[src/rtl/led_arbiter.sv]
// Fixed-priority arbiter sharing one RGB LED between N status sources.
// Granted colours are held for a minimum number of slow ticks. With no requests the LED shows a green heartbeat.
module led_arbiter #(
  parameter int N           = 3,
  parameter int CLKDIV      = 25000000,
  parameter int MIN_HOLD    = 4,
  parameter int BLINK_TICKS = 2
) (
  input  logic           SYSCLK,
  input  logic           RESET,
  input  logic [N-1:0]   REQ,
  input  logic [3*N-1:0] REQ_COLOR,
  input  logic [N-1:0]   REQ_BLINK,
  output logic [N-1:0]   GRANT,
  output logic           LED_RED,
  output logic           LED_BLUE,
  output logic           LED_GREEN
);

  localparam int CW = $clog2(CLKDIV);
  localparam int HW = $clog2(MIN_HOLD + 1);
  localparam int BW = (BLINK_TICKS > 1) ? $clog2(BLINK_TICKS) : 1;
  localparam int OW = (N > 1) ? $clog2(N) : 1;

  localparam logic [CW-1:0] CNT_MAX   = CW'(CLKDIV - 1);
  localparam logic [HW-1:0] HOLD_MAX  = HW'(MIN_HOLD);
  localparam logic [BW-1:0] BLINK_MAX = BW'(BLINK_TICKS - 1);

  typedef enum logic [1:0] {IDLE, SHOW, LINGER} state_t;

  state_t        state_q, state_d;
  logic [CW-1:0] cnt_q, cnt_d;
  logic [BW-1:0] blinkCnt_q, blinkCnt_d;
  logic          phase_q, phase_d;
  logic [HW-1:0] holdCnt_q, holdCnt_d;
  logic [OW-1:0] owner_q, owner_d;
  logic [2:0]    color_q, color_d;
  logic          blink_q, blink_d;
  logic [N-1:0]  grant_d;
  logic [2:0]    led_d;
  logic          tick, held, anyReq, grantNew;
  logic [OW-1:0] winner;

  assign tick = (cnt_q == CNT_MAX);
  assign held = (holdCnt_q == HOLD_MAX);

  always_comb begin
    cnt_d      = tick ? '0 : cnt_q + 1'b1;
    blinkCnt_d = blinkCnt_q;
    phase_d    = phase_q;
    if (tick) begin
      if (blinkCnt_q == BLINK_MAX) begin
        blinkCnt_d = '0;
        phase_d    = ~phase_q;
      end else begin
        blinkCnt_d = blinkCnt_q + 1'b1;
      end
    end
  end

  // Scanning downward leaves the lowest requesting index as the winner.
  always_comb begin
    anyReq = |REQ;
    winner = '0;
    for (int i = N - 1; i >= 0; i--) begin
      if (REQ[i]) winner = OW'(i);
    end
  end

  always_comb begin
    state_d  = state_q;
    owner_d  = owner_q;
    grantNew = 1'b0;
    case (state_q)
      IDLE: begin
        if (anyReq) begin
          state_d  = SHOW;
          owner_d  = winner;
          grantNew = 1'b1;
        end
      end
      SHOW: begin
        if (REQ[owner_q]) begin
          if ((winner < owner_q) && held) begin
            owner_d  = winner;
            grantNew = 1'b1;
          end
        end else if (held) begin
          if (anyReq) begin
            owner_d  = winner;
            grantNew = 1'b1;
          end else begin
            state_d = IDLE;
          end
        end else begin
          state_d = LINGER;
        end
      end
      LINGER: begin
        if (held) begin
          if (anyReq) begin
            state_d  = SHOW;
            owner_d  = winner;
            grantNew = 1'b1;
          end else begin
            state_d = IDLE;
          end
        end
      end
      default: state_d = IDLE;
    endcase

    // A tick landing on the grant cycle is deliberately not counted.
    holdCnt_d = holdCnt_q;
    if (grantNew) holdCnt_d = '0;
    else if (tick && !held) holdCnt_d = holdCnt_q + 1'b1;

    color_d = color_q;
    blink_d = blink_q;
    grant_d = '0;
    for (int i = 0; i < N; i++) begin
      if ((state_d == SHOW) && (owner_d == OW'(i))) begin
        color_d    = REQ_COLOR[3*i +: 3];
        blink_d    = REQ_BLINK[i];
        grant_d[i] = 1'b1;
      end
    end

    if (state_d == IDLE) led_d = {phase_d, 2'b00};
    else if (blink_d)    led_d = color_d & {3{phase_d}};
    else                 led_d = color_d;
  end

  always_ff @(posedge SYSCLK or posedge RESET) begin
    if (RESET) begin
      state_q    <= IDLE;
      cnt_q      <= '0;
      blinkCnt_q <= '0;
      phase_q    <= 1'b0;
      holdCnt_q  <= '0;
      owner_q    <= '0;
      color_q    <= '0;
      blink_q    <= 1'b0;
      GRANT      <= '0;
      LED_GREEN  <= 1'b0;
      LED_BLUE   <= 1'b0;
      LED_RED    <= 1'b0;
    end else begin
      state_q    <= state_d;
      cnt_q      <= cnt_d;
      blinkCnt_q <= blinkCnt_d;
      phase_q    <= phase_d;
      holdCnt_q  <= holdCnt_d;
      owner_q    <= owner_d;
      color_q    <= color_d;
      blink_q    <= blink_d;
      GRANT      <= grant_d;
      {LED_GREEN, LED_BLUE, LED_RED} <= led_d;
    end
  end

endmodule

[config.mk]
export PLATFORM = sky130hd
export DESIGN_NAME = led_arbiter
export DESIGN_NICKNAME = d
export VERILOG_FILES = /design/src/rtl/led_arbiter.sv
export SDC_FILE = /design/constraint.sdc
export NUM_CORES = 1
export LEC_CHECK = 0
export CAP_MARGIN = 20
export CORE_MARGIN = 10
export CORE_UTILIZATION = 57
export DETAILED_ROUTE_END_ITERATION = 10
export GPL_ROUTABILITY_DRIVEN = 0
export HOLD_SLACK_MARGIN = 0.08
export PLACE_DENSITY = 0.8
export SLEW_MARGIN = 20
export SYNTH_ARGS = -nofsm -noshare
export SYNTH_HDL_FRONTEND = slang
export SYNTH_SLANG_ARGS = --single-unit
export TNS_END_PERCENT = 5
[constraint.sdc]
create_clock -name SYSCLK -period 3.7 [get_ports SYSCLK]
set_input_delay 0.925 -clock SYSCLK [delete_from_list [all_inputs] [get_ports SYSCLK]]
set_output_delay 0.925 -clock SYSCLK [all_outputs]
set_load 0.01 [all_outputs]
After elaboration in Yosys (flattened, before gate mapping) --
Index checks and enable logic that the tools add are counted.
Operators by class: add/subtract/negate cells 3, multiply operators 0, divide/modulo/power cells 0, magnitude comparators 2, equality and inequality tests 7, shift operators 0, muxes and demuxes 39, bitwise operators 2, reduce and logical (&&, ||, !) cells 11
Operator list (number):
- 25-bit by 1-bit adder with 25-bit output (second input constant) | 1
- 25-bit equality test (second input constant) | 1
- 25-bit 2-to-1 mux | 1
- 2-bit 2-to-1 mux | 12
- 3-bit 2-to-1 mux | 7
- 1-bit 2-to-1 mux | 15
- 2-bit case mux with 3 select lines | 2
- 2-bit by 1-bit equality test with 1-bit output (second input constant) | 3
- 2-bit zero test | 3
- 1-bit logical AND | 5
- 2-bit equality test (second input constant) | 2
- 3-bit by 1-bit adder with 3-bit output (second input constant) | 1
- 3-bit bitwise AND | 1
- 3-bit equality test (second input constant) | 1
- 2-bit by 3-bit less-than comparator with 1-bit output (second input constant) | 1
- 1-bit case mux with 3 select lines | 1
- 3-bit OR reduction | 1
- 1-bit binary-select mux with 2-bit select | 1
- 2-bit less-than comparator | 1
- 2-bit nonzero test | 1
- 1-bit adder (second input constant) | 1
- 1-bit zero test | 1
- 1-bit NOT | 1
Storage, ports and cells: register bits after elaboration 44, latch bits 0, RAM bits 0, memory bits (read-only) 0, bits of input ports 17, output and inout port bits 6, word-level logic and storage cells 76, memories kept 0

Logic depth before layout (Yosys ltp) --
Gate-level depths: netlist (run 1).
depth in word-level cells 16, depth in mapped cells 11

Least setup slack after synthesis (run 1) --
No wires, ideal clock.
path type in2reg, start point input REQ[0], end point register LED_BLUE, setup time 0.131 ns, arrival time 3.087 ns, data required time 3.569 ns, slack 0.482 ns, stages on the path 10, cell sequence buf_4 nor3_1 ha_1 o21a_1 or4b_4 a311oi_4 or3_1 buf_6 o211ai_1 a21boi_1
On the way: word-level cells in the longest chain between the ends 14, elaborated cells between the ends (all ways) 35
Ends and longest elaborated chain:
- start, declared | line 11 | input logic [N-1:0] REQ,
- 2-bit 2-to-1 mux | line 66 | if (REQ[i]) winner = OW'(i);
- 2-bit less-than comparator | line 84 | if ((winner < owner_q) && held) begin
- 1-bit logical AND | line 84
- 2-bit 2-to-1 mux | line 84
- 2-bit 2-to-1 mux | line 83 | if (REQ[owner_q]) begin
- 2-bit case mux with 3 select lines | line 74 | case (state_q)
- 2-bit zero test | line 122 | if ((state_d == SHOW) && (owner_d == OW'(i))) begin
- 1-bit logical AND | line 122
- 3-bit 2-to-1 mux (2 in series) | line 122
- 3-bit 2-to-1 mux (*) | line 122
- via color_d[1] | line 37 | logic [2:0] color_q, color_d;
- 3-bit bitwise AND | line 130 | else if (blink_d) led_d = color_d & {3{phase_d}};
- 3-bit 2-to-1 mux (*) | line 130
- 3-bit 2-to-1 mux (*) | line 129 | if (state_d == IDLE) led_d = {phase_d, 2'b00};
- via led_d[1] | line 40 | logic [2:0] led_d;
- end signal, assigned | line 158 | {LED_GREEN, LED_BLUE, LED_RED} <= led_d;
- end, declared | line 16 | output logic LED_BLUE,
The timed path passes the listed nets; every way through them passes the cells marked *. The select of a mux whose other input is x is not followed. A chain may end at the register's enable or synchronous reset.

Final worst setup path (run 1) --
start point input REQ[2], end point register LED_BLUE
On the way: word-level cells in the longest chain between the ends 16, elaborated cells between the ends (all ways) 37
Ends and longest elaborated chain (line):
- 2-bit 2-to-1 mux (3 in series) | 66
- 2-bit less-than comparator | 84
- 1-bit logical AND | 84
- 2-bit 2-to-1 mux | 84
- 2-bit 2-to-1 mux | 83
- 2-bit case mux with 3 select lines | 74
- 2-bit zero test | 122
- 1-bit logical AND | 122
- 3-bit 2-to-1 mux (2 in series) | 122
- 3-bit 2-to-1 mux (*) | 122
- via color_d[1] | 37
- 3-bit bitwise AND | 130
- 3-bit 2-to-1 mux (*) | 130
- 3-bit 2-to-1 mux (*) | 129
- via led_d[1] | 40
Marked as above.

==> impl_metrics.yaml, run 1 <==
run_status:
  status: "complete, no violations"
worst_setup_path:
  cp_cell_sequence: "clkdlybuf4s50_1 > inv_1 > nor3_1 > ha_1 > o21a_1 > or4b_4 > a311oi_4 > or3_1 > o211ai_1 > a21boi_1"
  reg2reg_to: "LED_GREEN"
  crit_buf_inv: 2
  crit_required_ns: 3.88
  crit_arrival_ns: 3.68
  critPathTopFamily: "simple AND/OR/NAND/NOR gates"
  end_kind: "flop"
  r2r_cells: 9
  start_kind: "input port"
  cp_max_fo: 6
  slowest_stage: "or4b_4"
  worstSetupPathType: "input port to flop"
  ff2ff_setup_slack_ns: 0.88
  r2r-start: "holdCnt_q[0]"
  slowest_delay_ns: 0.53
drt:
  wl_per_cell_um: 15.2
  drt_iter0_drc: 143
  drc: 0
  num_vias: 1824
  ant_nets: 0
  viasPerCell: 5.68
  dr.pass1.iters: 4
  wl_mm: 4.89
place:
  place_area_mm2: 0.00268
  post-dp-hpwl_mm: 3.65
  io_buffers: 22
  dpl.cell_count: 313
global_routing:
  grt_max_degree: 24
  grt_overflow: 0
  gr-usage-all-layers_pct: 14.2
  antenna_found_initial: 0
  grt_pass1_vias: 1801
  grt_pass1_wl_mm: 8.59
sta:
  worst_pin_slew_ns: 0.813
  fmax_mhz: 286
  rsz0062_at_grt: "false"
  hold_ws_ns: 0.471
  maxSlewHeadroom_pct: 45.5
  hold_violations: 0
  period_needed_ns: 3.50
  finalCritPeriodShare_pct: 94.7
  maxSlewViolCount: 0
  skew_ns: 0.0103
  setup_viol: 0
  final.setup.tns_ns: 0
synth:
  ys.flop_type: "dfrtp_1"
  netlist_instances: 238
  synth-seq-cells: 44
  synth_edf_count: 0
  seq_area_frac_synth_pct: 46.7
  synth.avg_cell_area_um2: 9.91
  yosysWarningCount: 0
  ys_async_sr_fraction_pct: 100
  netlist-cell-type-count: 50
  syn_nets: 259
  syn_area_mm2: 0.00236
clock_tree:
  clk_latency_ns: 0.30
  cts_sinks: 44
  cts.htree.levels: 2
  cts_buffer_depth: 2
  cts_tree: "done"
  cts_resized: 0
  post-cts-setup-buffer-count: 0
  clockRootBuffer: "clkbuf_8"
  cts_buffers: 5
  clk_pin_slew_ns: 0.09
  cts_hold_buf: 0
flow_run:
  drv_cap: 0
power_and_ir_drop:
  ir_drop_uv: 272
  power_density_mw_per_mm2: 597
  cellLeakagePower_nw: 1.23
floorplanning:
  die_x_um: 84.3
  fp.coreArea_mm2: 0.00400
  pin_count: 23
  rows: 23
  fp.dieH_um: 84.3
  start_util_pct: 59.0
  dieArea_mm2: 0.00711
cells_and_area:
  fin_cells: 321
  stdcell_area_mm2: 0.00280
  post_route_cells_drive_above_1_share_pct: 11.4
  diodes: 0
  area_growth_pct: 18.5
  nets: 291
min_path:
  min_path_type: "flop to flop"
  hp-start: "blinkCnt_q"
  hold_depth: 1
  hold_end: "blinkCnt_q"
## synthesized netlist by cell type, drive strengths merged, types with 2 or more instances
cell,instances,area (um^2)
a21boi,2,15.0
dfrtp,44,1100
nor4bb,2,20.0
ha,4,50.1
nand3,10,50.1
or3,4,25.0
o211ai,8,60.1
clkbuf,2,7.51
nand2,22,85.1
nor3,10,50.1
xnor2,13,114
a21oi,9,45.0
a211oi,2,15.0
and3,6,37.5
a311oi,2,52.6
mux2i,5,50.1
buf,6,38.8
nor2b,2,20.0
inv,16,60.1
nand2b,2,12.5
and4b,2,20.0
o21ai,9,48.8
xor2,11,96.3
nor2,26,97.6
## logic make-up after synthesis
family                   Yosys count  synth area share (%)
buffers and inverters             24                  4.51
AND/OR/NAND/NOR                   94                  20.4
AO/OA/AOI/OAI                     42                  14.8
flip-flops                        44                  46.7
XOR/XNOR                          24                  8.91
multiplexers                       6                  2.60
adder cells (fa/ha/maj)            4                  2.12
## layout by cell type, fill, tap and decap left out, drive strengths merged, types with 2 or more instances in the layout
cell | netlist | final
and4b | 2 | 2
and3 | 6 | 6
nand2b | 2 | 2
mux2i | 5 | 5
a21boi | 2 | 2
clkdlybuf4s50 | 0 | 22
nor3 | 10 | 10
ha | 4 | 4
dfrtp | 44 | 44
nand2 | 22 | 22
or3 | 4 | 4
nor4bb | 2 | 2
o211ai | 8 | 8
nor2b | 2 | 2
clkbuf | 2 | 5
buf | 6 | 11
nand3 | 10 | 10
a311oi | 2 | 2
nor2 | 26 | 26
a21oi | 9 | 9
inv | 16 | 15
o21ai | 9 | 9
xnor2 | 13 | 13
a211oi | 2 | 2
clkinv | 0 | 2
xor2 | 11 | 11
## area by class of cell
class / count / area, um^2
clock inverters: 3 / 42.5
well taps: 50 / 62.6
flip-flops and latches: 44 / 1100
inverters: 16 / 60.1
repair buffers: 33 / 303
clock buffers: 5 / 68.8
multi-input cells: 170 / 1160
fillers: 317 / 1200
## worst max-delay path by stage
stage	from	endpoint	cells past startpoint
6_report	REQ[2]	LED_BLUE	10
4_1_cts	REQ[2]	LED_BLUE	10
3_5_place_dp	REQ[2]	LED_BLUE	10
2_1_floorplan	REQ[0]	LED_BLUE	10
5_1_grt	REQ[2]	LED_BLUE	10
3_3_place_gp	REQ[2]	LED_BLUE	10
## sequential cells by signal (all words and copies together) (netlist names)
name	count
color_q	3
GRANT	3
state_q	2
owner_q	2
cnt_q	25
LED_GREEN	1
LED_RED	1
phase_q	1
blink_q	1
blinkCnt_q	1
holdCnt_q	3
LED_BLUE	1
## report_power, final
group	internal [W]	switching, W	total (W)
combinational	0.000335	0.000350	0.000685
clock	0.000200	0.000165	0.000365
sequential	0.000549	0.0000700	0.000619
total	0.00108	0.000585	0.00167
## per-stage QoR
stage / power (W) / util (%) / setup WS, ns
2_1_floorplan: 0.00111 / - / 0.482
6_report: 0.00167 / 69.9 / 0.198
4_1_cts: 0.00168 / 69.9 / 0.221
3_3_place_gp: 0.00128 / 67.1 / 0.00286
3_5_place_dp: 0.00131 / 67.1 / -0.0965
5_1_grt: 0.00177 / 69.9 / 0.0599
## routing by layer
metal	GRT usage (%)	part of all wire, %	up-vias
met1	19.6	47	875
li1	-	-	885
met5	0	0	-
met2	21.5	46	53
met3	3.29	5.7	11
met4	4.49	1.7	0
Power figures use the tool's default switching activity.
==> run 2: changes to the inputs <==
CAP_MARGIN = 0   (was 20)
REMOVE_ABC_BUFFERS = 1   (was not set)
==> run 2 against run 1 <==
  * Clock power fell by 2%
  * Sequential share of layout area is 0.053 points lower
  * Global-route usage grew 0.14 points
  * Critical path type unchanged
  * Critical endpoint is now LED_RED
==> impl_metrics.yaml, run 2 (same netlist as run 1, synthesis figures left out) <==
worst_setup_path:
  start_kind: "input port"
  end_kind: "flop"
  worstSetupPathType: "input port to flop"
  cp_max_fo: 6
  crit_required_ns: 3.91
  crit_arrival_ns: 3.65
floorplanning:
  dieArea_mm2: 0.00711
  fp.coreArea_mm2: 0.00400
  die_x_um: 84.3
  start_util_pct: 59.0
  fp.dieH_um: 84.3
  pin_count: 23
  rows: 23
sta:
  fmax_mhz: 291
  period_needed_ns: 3.44
  hold_ws_ns: 0.486
  worst_pin_slew_ns: 0.564
  hold_violations: 0
  maxSlewHeadroom_pct: 62.3
  finalCritPeriodShare_pct: 92.9
  rsz0062_at_grt: "false"
  skew_ns: 0.00771
  setup_viol: 0
  maxSlewViolCount: 0
  layout_setup_ws_ns: 0.262
place:
  io_buffers: 22
  place_area_mm2: 0.00269
  pre_cts_ws_ns: -0.0473
  post-dp-hpwl_mm: 3.70
cells_and_area:
  final_common_cell: "dfrtp_1"
  area_growth_pct: 18.6
  post_route_cells_drive_above_1_share_pct: 11.8
  diodes: 0
  fill_cells: 307
  stdcell_area_mm2: 0.00280
  largest_register: "cnt_q"
  nets: 292
  final_cell_mix: "dfrtp_1 (44), nor2_1 (26), clkdlybuf4s50_1 (22), nand2_1 (21), inv_1 (15)"
  largest_register_ffs: 25
clock_tree:
  cts_sinks: 44
  clockRootBuffer: "clkbuf_8"
  clk_pin_slew_ns: 0.08
  post-cts-setup-buffer-count: 0
  cts.htree.levels: 2
  cts_buffers: 5
  cts_buffer_depth: 2
  cts_hold_buf: 0
  clk_latency_ns: 0.29
  cts_resized: 0
  cts_tree: "done"
drt:
  wl_per_cell_um: 15.3
  ant_nets: 0
  viasPerCell: 5.73
  drt_iter0_drc: 66
  dr.pass1.iters: 4
  route.met2.wl_mm: 2.56
  drc: 0
  met1Wirelength_mm: 2.12
  highest_layer: "met4"
  dr_wl_met3_um: 188
  num_vias: 1845
  wl_mm: 4.94
power_and_ir_drop:
  ir_drop_uv: 571
  power_density_mw_per_mm2: 594
  cellLeakagePower_nw: 1.24
global_routing:
  antenna_found_initial: 0
  grt_overflow: 0
  grt_pass1_vias: 1913
  grt_max_degree: 29
  gr-usage-all-layers_pct: 14.4
  grt_pass1_wl_mm: 8.74
run_status:
  status: "complete, no violations"
flow_run:
  drv_cap: 0
min_path:
  min_path_type: "flop to flop"
-- run 2: cell types whose count changed in the layout (fill, tap and decap cells not counted), sizes merged --
| cell | previous run | this run |
|---|---|---|
| buf | 11 | 12 |
| clkinv | 2 | 1 |
| clkinvlp | 1 | 0 |
| inv | 15 | 16 |
| clkbuf | 5 | 6 |
-- run 2: area by class of cell --
class | instances | area [um^2] | share of cell area (%)
Clock inverter | 2 | 35.0 | 1.25
Multi-Input combinational cell | 170 | 1160 | 41.4
Clock buffer | 6 | 72.6 | 2.59
Tap cell | 50 | 62.6 | 2.24
Timing Repair Buffer | 34 | 310 | 11.1
Sequential cell | 44 | 1100 | 39.3
Inverter | 16 | 60.1 | 2.15
-- run 2: power breakdown --
part           internal [W]  leakage, nW  total [W]  switching, W
registers          0.000550        0.582   0.000620     0.0000703
clock network      0.000200       0.0552   0.000359      0.000158
logic              0.000333        0.604   0.000685      0.000352
total               0.00108         1.24    0.00166      0.000581
-- run 2: path summary, 6_finish.rpt --
path | from | end | slack [ns] | depth (start not counted)
max in group asynchronous | RESET | owner_q[1] | 2.05 | 3
max | REQ[2] | LED_RED | 0.26 | 10
min reg2reg | blinkCnt_q | blinkCnt_q | 0.49 | 1
max reg2reg | holdCnt_q[0] | LED_GREEN | 0.78 | 9
min | blinkCnt_q | blinkCnt_q | 0.49 | 1
min in group asynchronous | RESET | cnt_q[2] | 1.00 | 2
-- run 2: critical path, cell delays in order --
cell             delay [ns]
clkdlybuf4s50_1        0.47
inv_1                  0.05
nor3_1                 0.20
ha_1                   0.30
o21a_1                 0.14
or4b_4                 0.53
a311oi_4               0.33
or3_1                  0.32
o2111ai_4              0.19
a21boi_1               0.19
-- run 2: per-layer routing --
metal	up-vias	global-route usage, %
met5	-	0
met1	901	16.2
met3	5	3.77
met4	0	5.84
li1	893	-
met2	46	25.1
-- run 2: metrics by stage --
step	TNS [ns]	cells	utilization, %	total power (W)
after floorplan	0	230	-	0.00108
after global placement	0	314	67.3	0.00129
after detailed placement	-0.112	314	67.3	0.00131
after CTS	0	322	70.0	0.00167
after global routing	0	322	70.0	0.00176
final	0	322	70.0	0.00166
==> RTL change (flow settings as in run 2) <==
Put one more register stage on the output `LED_GREEN`. The value now appears one clock later. The other outputs are not delayed to match.
--- a/src/rtl/led_arbiter.sv
+++ b/src/rtl/led_arbiter.sv
@@ -29,2 +29,4 @@
   typedef enum logic [1:0] {IDLE, SHOW, LINGER} state_t;
+
+  logic LED_GREEN_s0;
 
@@ -144,3 +146,3 @@
       GRANT      <= '0;
-      LED_GREEN  <= 1'b0;
+      LED_GREEN_s0 <= 1'b0;
       LED_BLUE   <= 1'b0;
@@ -157,4 +159,8 @@
       GRANT      <= grant_d;
-      {LED_GREEN, LED_BLUE, LED_RED} <= led_d;
+      {LED_GREEN_s0, LED_BLUE, LED_RED} <= led_d;
     end
+  end
+
+  always_ff @(posedge SYSCLK) begin
+    LED_GREEN <= LED_GREEN_s0;
   end
Formal check against the unedited RTL: not equivalent (a bounded check fails within 4 cycles, from zero or initial values and one cycle with RESET high).
==> RTL change against run 2 <==
Synthesized area rose by 0.85%. Clock skew is 0.0045 ns higher. Sequential cell count up 1. Worst setup slack worse by 0.024 ns. Sequential power grew 3%. Core utilization shrank 1.1 points. Total power fell by 4.5%. Cell area is 0.85% lower. Routed wire length decreased by 2.1%. Combinational power is 6.7% lower. Critical path type unchanged.
==> RTL change: results (changes against run 2) <==
INFO  metric min_from = LED_GREEN_s0$_DFF_PP0_
INFO  metric half_perimeter_wire_length_after_placement = 3500 µm (-5.2%)
INFO  metric timing.critical_path.arrival = 3.68 ns (+0.03 ns)
INFO  metric min_path_cells = 0 (-1)
INFO  metric pwr.group.clock = 0.310 mW (-14%)
INFO  metric irDropWorstVdd = 0.301 mV (-47%)
INFO  metric layout.nets = 289 (-1.0%)
INFO  metric pin_count_of_the_biggest_net_entering_global_routing = 30 (+3.4%)
INFO  metric grt.met3_usage = 2.61% (-1.2 points)
INFO  metric routed_via_density = 5.66 (-1.1%)
INFO  metric met3_wirelength = 104 µm (-45%)
INFO  metric synthDistinctLibCells = 51 (+2.0%)
INFO  metric run_status = finished clean
INFO  metric crit_fanout = 7 (+1)
INFO  metric clock-skew-final = 0.0122 ns (+0.00446 ns)
INFO  metric layout_cell_share_with_drive_strength_beyond_1 = 10.8% (-0.98 points)
INFO  metric gr-usage-all-layers = 13.8% (-0.55 points)
INFO  metric route.met2.wl = 2440 µm (-4.4%)
INFO  metric fraction_of_registers_with_async_set_reset = 97.8% (-2.2 points)
INFO  metric cts.reportedPaths.clkPinSlew = 0.10 ns (+0.02 ns)
INFO  metric leakage = 1.22 nW (-1.8%)
INFO  metric synthTopCellsByArea = sky130_fd_sc_hd__dfrtp_1 (46%), sky130_fd_sc_hd__xnor2_1 (4.8%), sky130_fd_sc_hd__nor2_1 (4.1%)
INFO  metric power = 1.59 mW (-4.5%)
INFO  metric initialDrtViolationCount = 118 (+79%)
INFO  metric r2r_slack = 0.93 ns (+0.15 ns)
INFO  metric measured_slew_at_the_worst_slew_check_pin = 0.669 ns (+0.105 ns)
INFO  metric met2_track_demand_over_resource = 23.3% (-1.8 points)
INFO  metric power.net_switching = 0.580 mW (about the same)
INFO  metric timing.hold.ws = 0.349 ns (-0.137 ns)
INFO  metric numPlacedInstances = 311 (-0.96%)
INFO  metric min_delay_worst_endpoint = LED_GREEN$_DFF_P_
INFO  metric worst_r2r_endpoint = LED_GREEN_s0$_DFF_PP0_
INFO  metric route.layer.met1.wl = 2250 µm (+6.1%)
INFO  metric wl_per_cell = 15.2 µm (-1.2%)
INFO  metric p_seq = 0.639 mW (+3%)
==> RTL change: logic make-up (layout without fill, tap and decap cells) <==
logic type / after synthesis / in the layout / synth area share [%]
fa+ha+maj: 4 / 4 / 2.10
compound gates: 42 / 42 / 14.7
mux: 6 / 6 / 2.58
flops: 45 / 45 / 47.1
xor+xnor: 24 / 24 / 8.83
simple gates: 94 / 94 / 20.2
buf+inv: 24 / 54 / 4.47
==> RTL change: final cells by class <==
class,instances,area (µm²)
fill,336,1250
multi-input combinational,170,1160
sequential,45,1120
timing repair buffer,30,280
clock buffer,5,68.8
tap,50,62.6
inverter,16,60.1
clock inverter,3,25.0
==> RTL change: through the flow <==
step	instance area (µm²)	util, %	setup slack (ns)
3_5_place_dp	2680	66.6	-0.0689
6_report	2780	68.9	0.238
3_3_place_gp	2680	66.6	0.0261
5_1_grt	2780	68.9	0.119
2_1_floorplan	2330	-	0.585
4_1_cts	2780	68.9	0.259
